## src/rtl/switch_debouncer.sv

```systemverilog
// Two-channel switch conditioner: 2-flop synchroniser plus a counting debounce FSM per channel.
// Produces registered clean levels and a one-cycle pulse on each debounced rising edge.
module switch_debouncer #(
    parameter int unsigned STABLE_CYCLES = 4
) (
    input  logic clk,
    input  logic rst,
    input  logic SW_X,
    input  logic SW_Y,
    output logic X,
    output logic Y,
    output logic X_RISE,
    output logic Y_RISE
);

    localparam int unsigned CNT_W = $clog2(STABLE_CYCLES + 1);
    localparam logic [CNT_W-1:0] CntOne  = CNT_W'(1);
    localparam logic [CNT_W-1:0] CntLast = CNT_W'(STABLE_CYCLES - 1);

    typedef enum logic [1:0] {
        StLo     = 2'd0,
        StWaitHi = 2'd1,
        StHi     = 2'd2,
        StWaitLo = 2'd3
    } state_e;

    logic [1:0] sw_raw;
    logic [1:0] level;
    logic [1:0] rise;

    assign sw_raw = {SW_Y, SW_X};

    for (genvar g = 0; g < 2; g++) begin : g_chan
        logic             s1_q;
        logic             s2_q;
        state_e           state_q;
        state_e           state_d;
        logic [CNT_W-1:0] cnt_q;
        logic [CNT_W-1:0] cnt_d;
        logic             out_q;
        logic             out_d;
        logic             rise_q;
        logic             rise_d;

        always_ff @(posedge clk) begin
            if (rst) begin
                s1_q    <= 1'b0;
                s2_q    <= 1'b0;
                state_q <= StLo;
                cnt_q   <= '0;
                out_q   <= 1'b0;
                rise_q  <= 1'b0;
            end else begin
                s1_q    <= sw_raw[g];
                s2_q    <= s1_q;
                state_q <= state_d;
                cnt_q   <= cnt_d;
                out_q   <= out_d;
                rise_q  <= rise_d;
            end
        end

        // The count holds the number of consecutive contrary samples seen so far.
        always_comb begin
            state_d = state_q;
            cnt_d   = '0;
            out_d   = out_q;
            rise_d  = 1'b0;
            case (state_q)
                StLo: begin
                    if (s2_q) begin
                        state_d = StWaitHi;
                        cnt_d   = CntOne;
                    end
                end
                StWaitHi: begin
                    if (!s2_q) begin
                        state_d = StLo;
                    end else if (cnt_q == CntLast) begin
                        state_d = StHi;
                        out_d   = 1'b1;
                        rise_d  = 1'b1;
                    end else begin
                        cnt_d = cnt_q + CntOne;
                    end
                end
                StHi: begin
                    if (!s2_q) begin
                        state_d = StWaitLo;
                        cnt_d   = CntOne;
                    end
                end
                StWaitLo: begin
                    if (s2_q) begin
                        state_d = StHi;
                    end else if (cnt_q == CntLast) begin
                        state_d = StLo;
                        out_d   = 1'b0;
                    end else begin
                        cnt_d = cnt_q + CntOne;
                    end
                end
                default: begin
                    state_d = StLo;
                end
            endcase
        end

        assign level[g] = out_q;
        assign rise[g]  = rise_q;
    end

    assign X      = level[0];
    assign Y      = level[1];
    assign X_RISE = rise[0];
    assign Y_RISE = rise[1];

endmodule

```

## config.mk

```make
export PLATFORM = sky130hd
export DESIGN_NAME = switch_debouncer
export DESIGN_NICKNAME = d
export VERILOG_FILES = /design/src/rtl/switch_debouncer.sv
export SDC_FILE = /design/constraint.sdc
export NUM_CORES = 1
export LEC_CHECK = 0
export ABC_AREA = 0
export ABC_CLOCK_PERIOD_IN_PS = 950
export BUFFER_PORTS_ARGS = -buffer_cell sky130_fd_sc_hd__buf_2
export CAP_MARGIN = 0
export CORE_AREA = 2 2 39 41
export CTS_BUF_LIST = sky130_fd_sc_hd__clkbuf_2
export DETAILED_ROUTE_END_ITERATION = 8
export DIE_AREA = 0 0 41 43
export GPL_ROUTABILITY_DRIVEN = 0
export PLACE_DENSITY = 0.71
export SLEW_MARGIN = 5
export SYNTH_ARGS = -nofsm -noshare
export SYNTH_HDL_FRONTEND = slang
export SYNTH_SLANG_ARGS = --single-unit
```

## constraint.sdc

```tcl
create_clock -name clk -period 0.95 [get_ports clk]
set_input_delay 0.0475 -clock clk [delete_from_list [all_inputs] [get_ports clk]]
set_output_delay 0.0475 -clock clk [all_outputs]
set_load 0.02 [all_outputs]
```

## Yosys cells after proc, flatten, opt, wreduce, memory -nomap -nowiden

Cells that the tools add are included.

- Bitwise operators: 4
- Reduce and logical (&&, ||, !) cells: 10
- Equality and inequality tests: 24
- Mux-type cells: 38
- Add/sub/neg operators: 2

Operator list:

| operator | number |
|---|---|
| $mux W2 | 12 |
| $ne A2 B2 Y1 const B | 12 |
| $pmux W3 S4 | 2 |
| $mux W3 | 6 |
| $pmux W2 S4 | 2 |
| $mux W1 | 14 |
| $ne A3 B3 Y1 const B | 4 |
| $reduce_and A5 Y1 | 2 |
| $eq A2 B2 Y1 const B | 4 |
| $reduce_and A4 Y1 | 2 |
| $add A3 B1 Y3 const B | 2 |
| $eq A3 B2 Y1 const B | 2 |
| $reduce_or A3 Y1 | 2 |
| $eq A2 B1 Y1 const B | 2 |
| $logic_not A2 Y1 | 2 |
| $not A1 Y1 | 4 |
| $pmux W1 S2 | 2 |
| $reduce_bool A2 Y1 | 2 |

- Register bits after elaboration: 18
- Logic and storage cells: 90
- Output and inout port bits: 4

## Depth between registers and ports, before layout

- Depth after elaboration: 4
- Mapped depth: 4

## Least setup slack after synthesis

No wires, ideal clock.

- Path type: register to register
- Start point: register g_chan[0].cnt_q[0]
- End point: register g_chan[0].out_q, in the netlist X
- Cell stages (with the launch flop): 5
- Period minus slack after synthesis: 0.981 ns
- Path buffers: 0
- Setup time: 0.070 ns
- Arrival time: 0.911 ns
- Slack: -0.031 ns
- Cells stage by stage: dfxtp_1 -> ha_1 -> nand4b_1 -> a21o_1 -> a21oi_1

- Cells in the longest elaborated chain, start to end: 3
- Elaborated cells between the ends (all ways): 4
- Classes of those cells: 3 x eq/ne; 1 x reduce/logical

Ends and longest elaborated chain:

| what | line | source |
|---|---|---|
| from (decl) | 38 | `logic [CNT_W-1:0] cnt_q;` |
| from (signal assigned) | 57 | `cnt_q <= cnt_d;` |
| $eq A3 B2 Y1 * | 79, 96 |  |
| $ne A2 B2 Y1 (no source line) | -- |  |
| $reduce_and A5 Y1 (no source line) * | -- |  |
| to (signal assigned) | 58 | `out_q <= out_d;` |
| to (decl) | 40 | `logic out_q;` |

Every way passes the cells marked *; elsewhere a longest branch is shown, timed or not.
A chain may end at the register's enable or synchronous reset.

## Final worst setup path

- Start point: register g_chan[1].cnt_q[0]
- End point: register g_chan[1].out_q, in the netlist Y

- Cells in the longest elaborated chain, start to end: 3
- Elaborated cells between the ends (all ways): 4
- Classes of those cells: 3 x eq/ne; 1 x reduce/logical

Ends and longest elaborated chain:

| what | line |
|---|---|
| from (decl) | 38 |
| from (signal assigned) | 57 |
| $eq A3 B2 Y1 * | 79, 96 |
| $ne A2 B2 Y1 (no source line) | -- |
| $reduce_and A5 Y1 (no source line) * | -- |
| to (signal assigned) | 58 |
| to (decl) | 40 |

Marks and branches as above.

==> key figures <==
Die
  – Die Footprint: 1763 um^2
  – Effective utilization at floorplan: 0.4611
  – Placeable Area: 1384 um^2
  – Boundary Pins: 8
  – Chip width: 41 um
  – Overall die height: 43 um
  – Number of cell rows: 14

Cells and area
  – Area Overhead vs Synth: 23.92%
  – Final nets: 80
  – Multi-input combinational cell area: 302.8 um^2
  – Share of cells above drive strength 1: 0.3425
  – Antenna diodes: 0
  – Layout filler cell count: 127
  – Sequential cell area: 371.6 um^2

Timing
  – Count of pins over their slew limit: 0
  – Fin worst setup slack: -36.23 ps
  – Minimum period implied by the final worst setup slack: 986.2 ps
  – Final clock period utilization by the worst path: 1.038
  – Hold violation count in the final report: 0
  – Number of endpoints failing setup at the final stage: 8
  – Setup total negative slack: -162.2 ps
  – Unrepaired setup endpoints after global routing: true
  – Least-Margin Pin Slew: 233.7 ps
  – Fmax: 1014 MHz
  – Relative slew slack: 0.8442
  – Final setup skew: 8.537 ps

Global routing
  – First-pass GRT wire length: 1.683 mm
  – Largest net degree at the start of global routing: 13
  – Gr ovfl total: 0
  – Antenna violations before repair: 0
  – Number of global-route vias before repair: 393
  – Global-route usage over all layers: 0.1446

Setup path
  – Reg2reg setup slack: -40 ps
  – Biggest fanout along the worst timing path: 4
  – CP endpoint kind: flop
  – Worst path required time: 1200 ps
  – Worst EP arrival: 1230 ps
  – Startpoint type of the worst setup path: flop
  – Critical path type: flop to flop

Drt
  – Number of nets with antenna violations after detailed routing: 0
  – DRC violation count after routing: 0
  – Number of iterations in the first detailed-routing pass: 4
  – DR WL/cell: 11.19 um
  – Routed wire length: 996 um
  – Detailed router's first-iteration violation count: 5
  – Total number of vias: 438
  – Number of vias per cell: 4.921

Logic synthesis
  – Cell with the most instances after synthesis: sky130_fd_sc_hd__dfxtp_1
  – Summed instance area of the synthesized netlist: 638.1 um^2
  – Mapped Avg Cell Area: 10.82 um^2
  – Share of synthesized registers carrying an async set or reset: 0
  – Post-synthesis sequential element count: 18
  – Synth Net Count: 65
  – Seq/Total Area, Yosys: 0.5647
  – Area share of the largest cell type after synthesis: 0.5647
  – Distinct cells, synth: 17
  – Syn. warnings: 0
  – Top cells by area, synth: sky130_fd_sc_hd__dfxtp_1, sky130_fd_sc_hd__and4b_1, sky130_fd_sc_hd__and2_1
  – Cell count after synthesis: 59
  – Commonest register cell after synthesis: sky130_fd_sc_hd__dfxtp_1
  – Cell taking the most area after synthesis: sky130_fd_sc_hd__dfxtp_1
  – Count of flip-flops with a built-in enable after synthesis: 0

Clock network
  – Clock root buffer: sky130_fd_sc_hd__clkbuf_2
  – CTS max path bufs: 2
  – CTS Buf Count: 3
  – Total number of clock tree sinks: 18
  – Maximum level of the CTS H-tree: 1
  – Source-to-sink clock delay at the later pin of the worst-skew pair: 300 ps
  – CTS tree: built
  – CTS clk-pin slew, worst paths: 170 ps

Pwr
  – Power density normalized to cell area: 1492 nW/um^2
  – Overall power: 0.001180 W
  – Fraction of power consumed by the clock network: 0.272
  – Cell-internal power: 0.0009010 W
  – Sequential Power Share: 0.668
  – Maximum VDD drop: 0.0008284 V
  – Power spent charging and discharging nets: 0.0002787 W
  – Power share of the combinational group: 0.060
  – Leakage: 0.3212 nW
  – Net Sw Frac: 0.2362

Min path
  – Worst min-delay path category: input port to flop

Run
  – Number of max-capacitance violations reported: 0

Placed design
  – Post-detailed-placement half-perimeter wirelength: 670 um
  – Port Buf Inserts: 7

Status
  – Failing checks: negative setup slack
  – Result of the run: finished, violations left
==> logic make-up after synthesis <==
kind of cell / count (synthesis) / share of synthesized area
simple gates: 24 / 0.2627
buf+inv: 3 / 0.01960
xor+xnor: 2 / 0.02746
compound gates: 10 / 0.08627
fa+ha+maj: 2 / 0.03921
flops: 18 / 0.5647
==> repair_timing <==
item | CTS | global route
cloned | 0 | 0
pin swaps | 1 | 1
hold endpoints to repair | 2 | 0
hold buffers | 2 | 0
endpoints found under the setup margin | 10 | 14
setup buffers | 0 | 0
gates resized for setup | 6 | 5
==> area by class of cell <==
cell class,count,area share
Sequential cell,18,0.4699
Inverter,2,0.009494
Multi-Input combinational cell,38,0.3829
Timing Repair Buffer,11,0.08861
Clock buffer,3,0.01899
Tap cell,16,0.02532
Clock inverter,1,0.004747
==> critical path, cell delays in order (launching register included) <==
cell and delay, ps:
sky130_fd_sc_hd__dfxtp_2 380, sky130_fd_sc_hd__ha_4 140, sky130_fd_sc_hd__nand4b_1 110, sky130_fd_sc_hd__a21o_1 170, sky130_fd_sc_hd__a21oi_1 130
==> through the flow <==
stage	hold WS [ps]	utilization	setup WS (ps)	area, um^2	cells
final	59.57	0.5714	-36.23	790.8	89
after floorplan	175.7	-	0.7209	645.6	59
after global routing	61.44	0.5714	-118.3	790.8	89
after CTS	48.95	0.5615	-39.46	777.0	89
after detailed placement	268.4	0.5136	-46.81	710.7	83
after global placement	261.0	0.5136	-19.81	710.7	83
==> power by group through the flow <==
| stage | Sequential (W) | Clock, W | Combinational [W] |
|---|---|---|---|
| finish | 0.000788 | 0.000321 | 0.0000705 |
| global route | 0.000791 | 0.000361 | 0.0000790 |
| CTS | 0.000791 | 0.000338 | 0.0000702 |
| detailed placement | 0.000806 | 0 | 0.0000629 |
| global placement | 0.000804 | 0 | 0.0000628 |
| floorplan | 0.000813 | 0 | 0.0000345 |
==> worst paths after layout <==
| check | startpoint | to | cells after the start |
|---|---|---|---|
| setup / recovery | g_chan[1].cnt_q[0]$_SDFF_PP0_ | Y$_SDFFE_PP0P_ | 4 |
| hold / removal | rst | g_chan[1].s2_q$_SDFF_PP0_ | 2 |
| setup reg to reg | g_chan[1].cnt_q[0]$_SDFF_PP0_ | Y$_SDFFE_PP0P_ | 4 |
| hold reg to reg | g_chan[1].s1_q$_SDFF_PP0_ | g_chan[1].s2_q$_SDFF_PP0_ | 1 |
==> cell usage in the layout (no fill, tap or decap), types with 3 or more instances in the layout <==
master / instances
sky130_fd_sc_hd__dfxtp_1: 11
sky130_fd_sc_hd__buf_2: 7
sky130_fd_sc_hd__dfxtp_2: 6
sky130_fd_sc_hd__and4b_1: 4
sky130_fd_sc_hd__o21ai_0: 3
sky130_fd_sc_hd__nor2b_1: 4
sky130_fd_sc_hd__and2_1: 4
sky130_fd_sc_hd__a21oi_1: 4
sky130_fd_sc_hd__clkbuf_2: 3
==> routing by layer <==
metal  GRT usage  up-vias  wire, um
li1            -      231         -
met1      0.2088      199       515
met2      0.1844        6       438
met3     0.03141        2        35
met4      0.1000        0         8
met5           0        -         0
(Power assumes the default switching activity.)
